### src/rtl/bch_encoder_if.sv
`default_nettype none
// ============================================================================
// Module   : bch_encoder_if
// Brief    : Bit-serial valid/ready link carrying message bits in and
//            codeword bits out of the BCH(63,51) encoder.
// Revision : 1.0  initial release
// ============================================================================
interface bch_encoder_if;
    logic in_valid;
    logic in_data;
    logic in_ready;
    logic out_valid;
    logic out_data;
    logic out_ready;
    logic out_last;

    modport master (
        output in_valid, in_data, out_ready,
        input  in_ready, out_valid, out_data, out_last
    );

    modport slave (
        input  in_valid, in_data, out_ready,
        output in_ready, out_valid, out_data, out_last
    );
endinterface
`default_nettype wire

### src/rtl/bch_encoder.sv
`default_nettype none
// ============================================================================
// Module   : bch_encoder
// Brief    : Systematic bit-serial BCH(63,51) encoder, MSB-first, appends
//            12 parity bits after the 51 pass-through message bits.
// Revision : 1.0  initial release
// ============================================================================
module bch_encoder #(
    parameter logic [12:0] GEN_POLY = 13'b1_0101_0011_1001,
    parameter int          K        = 51,
    parameter int          N        = 63
) (
    input  wire logic   clk,
    input  wire logic   rst,
    bch_encoder_if.slave bus
);

    localparam logic [0:0] ST_MSG    = 1'b0;
    localparam logic [0:0] ST_PARITY = 1'b1;

    localparam logic [5:0] c_msg_last = 6'(K - 1);
    localparam logic [5:0] c_par_last = 6'(N - K - 1);

    logic [0:0]  r_state;
    logic [0:0]  w_state_next;
    logic [11:0] r_lfsr;
    logic [5:0]  r_bit_cnt;
    logic        r_out_valid;
    logic        r_out_data;
    logic        r_out_last;

    logic        w_free;
    logic        w_in_ready;
    logic        w_msg_load;
    logic        w_par_load;
    logic        w_msg_end;
    logic        w_par_end;
    logic        w_fb;
    logic [11:0] w_lfsr_shift;

    assign w_free       = ~r_out_valid | bus.out_ready;
    assign w_fb         = bus.in_data ^ r_lfsr[11];
    assign w_lfsr_shift = {r_lfsr[10:0], 1'b0};

    // State register
    always_ff @(posedge clk) begin
        if (rst) begin
            r_state <= ST_MSG;
        end else begin
            r_state <= w_state_next;
        end
    end

    // Next-state logic
    always_comb begin
        w_state_next = r_state;
        case (r_state)
            ST_MSG:    if (w_msg_end) w_state_next = ST_PARITY;
            ST_PARITY: if (w_par_end) w_state_next = ST_MSG;
            default:   w_state_next = ST_MSG;
        endcase
    end

    // Output / load-strobe logic; in_ready is gated by rst so nothing is
    // accepted in the cycle that reset is being applied.
    always_comb begin
        w_in_ready = 1'b0;
        w_par_load = 1'b0;
        case (r_state)
            ST_MSG:    w_in_ready = w_free & ~rst;
            ST_PARITY: w_par_load = w_free;
            default:   w_in_ready = 1'b0;
        endcase
        w_msg_load = w_in_ready & bus.in_valid;
        w_msg_end  = w_msg_load & (r_bit_cnt == c_msg_last);
        w_par_end  = w_par_load & (r_bit_cnt == c_par_last);
    end

    // Datapath: output register, remainder LFSR and frame position
    always_ff @(posedge clk) begin
        if (rst) begin
            r_out_valid <= 1'b0;
            r_out_data  <= 1'b0;
            r_out_last  <= 1'b0;
            r_lfsr      <= '0;
            r_bit_cnt   <= '0;
        end else begin
            if (w_free) begin
                r_out_valid <= w_msg_load | w_par_load;
                r_out_last  <= w_par_end;
                if (w_msg_load) begin
                    r_out_data <= bus.in_data;
                end else if (w_par_load) begin
                    r_out_data <= r_lfsr[11];
                end
            end

            if (w_msg_load) begin
                r_lfsr    <= w_lfsr_shift ^ (w_fb ? GEN_POLY[11:0] : 12'h000);
                r_bit_cnt <= w_msg_end ? 6'd0 : r_bit_cnt + 6'd1;
            end else if (w_par_load) begin
                r_lfsr    <= w_par_end ? 12'h000 : w_lfsr_shift;
                r_bit_cnt <= w_par_end ? 6'd0 : r_bit_cnt + 6'd1;
            end
        end
    end

    assign bus.in_ready  = w_in_ready;
    assign bus.out_valid = r_out_valid;
    assign bus.out_data  = r_out_data;
    assign bus.out_last  = r_out_last;

endmodule
`default_nettype wire

### src/flat_wrapper.sv
// flat-port wrapper written by rule: the top's interface ports become plain ports
module bch_encoder_flat 
#(
    parameter logic [12:0] GEN_POLY = 13'b1_0101_0011_1001,
    parameter int          K        = 51,
    parameter int          N        = 63
)
  (clk, rst, bus_in_valid, bus_in_data, bus_out_ready, bus_in_ready, bus_out_valid, bus_out_data, bus_out_last);
  bch_encoder_if bus_i ();
  input  wire logic clk;
  input  wire logic rst;
  input wire logic [$bits(bus_i.in_valid)-1:0] bus_in_valid;
  input wire logic [$bits(bus_i.in_data)-1:0] bus_in_data;
  input wire logic [$bits(bus_i.out_ready)-1:0] bus_out_ready;
  output wire logic [$bits(bus_i.in_ready)-1:0] bus_in_ready;
  output wire logic [$bits(bus_i.out_valid)-1:0] bus_out_valid;
  output wire logic [$bits(bus_i.out_data)-1:0] bus_out_data;
  output wire logic [$bits(bus_i.out_last)-1:0] bus_out_last;
  assign bus_i.in_valid = bus_in_valid;
  assign bus_i.in_data = bus_in_data;
  assign bus_i.out_ready = bus_out_ready;
  assign bus_in_ready = bus_i.in_ready;
  assign bus_out_valid = bus_i.out_valid;
  assign bus_out_data = bus_i.out_data;
  assign bus_out_last = bus_i.out_last;
  bch_encoder #(.GEN_POLY(GEN_POLY), .K(K), .N(N)) u_core (.clk(clk), .rst(rst), .bus(bus_i));
endmodule
### config.mk
export PLATFORM = sky130hd
export DESIGN_NAME = bch_encoder_flat
export DESIGN_NICKNAME = d
export VERILOG_FILES = /design/src/rtl/bch_encoder_if.sv /design/src/rtl/bch_encoder.sv /design/src/flat_wrapper.sv
export SDC_FILE = /design/constraint.sdc
export NUM_CORES = 1
export LEC_CHECK = 0
export ABC_AREA = 0
export BUFFER_PORTS_ARGS = -buffer_cell sky130_fd_sc_hd__buf_4
export CAP_MARGIN = 15
export CORE_ASPECT_RATIO = 1.5
export CORE_MARGIN = 4
export CORE_UTILIZATION = 56
export DETAILED_ROUTE_END_ITERATION = 8
export PLACE_DENSITY_LB_ADDON = 0.1
export SLEW_MARGIN = 20
export SYNTH_ARGS = -nofsm -noshare
export SYNTH_HDL_FRONTEND = slang
export SYNTH_SLANG_ARGS = --single-unit
### constraint.sdc
create_clock -name clk -period 2.5 [get_ports clk]
set_input_delay 0.25 -clock clk [delete_from_list [all_inputs] [get_ports clk]]
set_output_delay 0.25 -clock clk [all_outputs]
set_load 0.01 [all_outputs]
==> metrics.csv <==
metric;value;unit
status;complete, no violations;
Worst Path Buf+Inv;0;
Pwr Density;529.2;nW/um^2
FMAX;553.8;MHz
HPWL after DPL;1572;um
setup bufs post-CTS;0;
VDD IR-drop max;0.4948;mV
CTS tree;built;
Crit-path slowest cell;a221oi_2;
post-route ant nets;0;
GRT Overall Usage;18.39;%
Synthesis Warnings;0;
clock period minus worst slack;1.806;ns
Finished Cell Area;1179;um^2
gp weighted congestion;0.8088;
pin slew with the least headroom to its limit;0.7831;ns
Rows;19;
CP Data Required Time;2.75;ns
Syn Nets;133;
MaxCap Viol Count;0;
Final Hold Violating Endpoints;0;
Main synth FF type;dfxtp_1;
Worst-path clk slew;0.11;ns
Post-CTS Hold Buffers;0;
vias;942;
Synth Register Bits;22;
pin count of the biggest net entering global routing;27;
Initial DRT Pass Iterations;4;
Die ar.;2762;um^2
most common cell after layout, fill and taps aside;dfxtp_1;
setup slack at placement;0.6968;ns
Cell Area, Placed;1142;um^2
final-report setup violation count;0;
Top delay family on crit path;compound AO/OA/AOI/OAI gates;
Mean Syn Cell Area;8.768;um^2
initial core utilization;59.58;%
post-synth cell types;35;
clk_lat worst skew;0.31;ns
clk sink count;22;
Routed WL;2198;um
fraction of registers with async set/reset;0;%
clk root buf;clkbuf_4;
Clock Skew;0.005726;ns
fin nets;137;
Die H;62.40;um
Syn Inst Count;126;
# diodes;0;
Post-Syn Area;1105;um^2
first-pass GRT wire length;3981;um
I/O pin cnt;9;
sequential share of the synthesized area;39.86;%
most frequent cells in the layout;22 x dfxtp_1, 16 x nor2_1, 9 x inv_1;
CP cell instances;ha_1 -> and2_1 -> a221oi_2 -> a22oi_1 -> nor2_1;
Resize count post-CTS;0;
Fin Setup TNS;0;ns
crit path launch type;flip-flop;
crit end category;flip-flop;
share of layout cells above drive strength 1;14.73;%
detailed-route DRC error count;0;
total grt overflow;0;
leakage;0.4139;nW
Max Transition Viols Final;0;
cts bufs inserted;3;
RSZ-0062 raised after global routing;no;
vias in the first global route;911;
Max clock buf depth;2;
worst min-delay path category;in -> reg;
PortBufs;8;
H-tree depth;1;
antenna violations before repair;0;
worst-path fanout max;11;
die width;44.27;um
Tcrit/Tclk final;72.23;%
Layout area overhead;6.682;%
max_slew headroom;47.79;%
vias per inst;6.280;
WL/cell;14.65;um
CP Class;reg -> reg;
Crit path arrival time;2.06;ns
Setup WS post-layout;0.6943;ns
Starting DRT DRC Count;27;
core region area;1854;um^2
slowest cell delay on critical path;0.69;ns
number of flops mapped to enable cells by yosys;0;
# fillers;169;
==> tightest hold or removal path, delay by kind of cell <==
kind,cells,cell delay [ns]
and+or+nand+nor,1,0.05
buffers and inverters,1,0.12
AOI/OAI and AO/OA,1,0.08
==> registers in the layout, summed over array words and instances (netlist names) <==
| name | count |
|---|---|
| u_core.r_bit_cnt | 6 |
| u_core.bus.out_data | 1 |
| u_core.r_state | 1 |
| u_core.bus.out_last | 1 |
| u_core.bus.out_valid | 1 |
| u_core.r_lfsr | 12 |
==> per-layer routing <==
layer | wire length, um | track usage (%)
met1 | 886 | 21.90
met3 | 84 | 1.729
met5 | 0 | 0
met4 | 55 | 7.925
met2 | 1172 | 31.93
==> through the flow <==
stage	power [mW]	utilization (%)	cells	hold slack, ns
3_3_place_gp	0.4362	61.61	146	0.4513
5_1_grt	0.6473	63.56	150	0.2355
6_report	0.6237	63.56	150	0.2295
4_1_cts	0.6245	63.56	150	0.2332
2_1_floorplan	0.4204	-	126	0.4130
3_5_place_dp	0.4367	61.61	146	0.4697
==> cell families (layout without fill, tap and decap cells) <==
logic type / Yosys count / in the layout / synth area share [%]
xor gates and xnor gates: 5 / 5 / 3.964
DFF: 22 / 22 / 39.86
and+or+nand+nor: 43 / 43 / 20.27
adders and majority gates: 2 / 2 / 2.265
buffers and inverters: 18 / 21 / 7.473
AOI/OAI and AO/OA: 36 / 36 / 26.16
==> power by group <==
group	switching, mW	internal (mW)	leakage (nW)
combinational	0.0421	0.0253	0.215
clock	0.106	0.0891	0.0210
sequential	0.00491	0.357	0.178
total	0.153	0.471	0.414
==> layout make-up <==
| cell class | count | area (um^2) | share of cell area (%) |
|---|---|---|---|
| multi-input combinational | 86 | 581.8 | 49.36 |
| sequential | 22 | 440.4 | 37.37 |
| timing repair buffer | 8 | 60.06 | 5.096 |
| clock buffer | 4 | 36.28 | 3.079 |
| inverter | 9 | 33.78 | 2.866 |
| tap | 21 | 26.28 | 2.229 |
==> synth_stat cells (all sizes together), types with 3 or more instances <==
| cell type | instances | share of area [%] |
|---|---|---|
| nor3 | 6 | 2.7 |
| buf | 8 | 4.0 |
| nor2 | 17 | 6.0 |
| dfxtp | 22 | 40 |
| a221oi | 6 | 5.3 |
| nand3 | 5 | 2.3 |
| o31ai | 3 | 2.0 |
| a21oi | 8 | 4.0 |
| nand2 | 5 | 1.7 |
| a22oi | 7 | 4.8 |
| inv | 9 | 3.1 |
| a41oi | 5 | 4.0 |
| xnor2 | 3 | 2.4 |
==> path summary, 6_finish.rpt <==
| check | startpoint | end | slack, ns | depth (start not counted) |
|---|---|---|---|---|
| min reg2reg | u_core.bus.out_last | u_core.bus.out_last | 0.48 | 2 |
| max reg2reg | u_core.r_bit_cnt[0] | u_core.r_lfsr[11] | 0.69 | 5 |
| min | bus_in_data | u_core.bus.out_data | 0.23 | 3 |
| max | u_core.r_bit_cnt[0] | u_core.r_lfsr[11] | 0.69 | 5 |
Power figures use the tool's default switching activity.
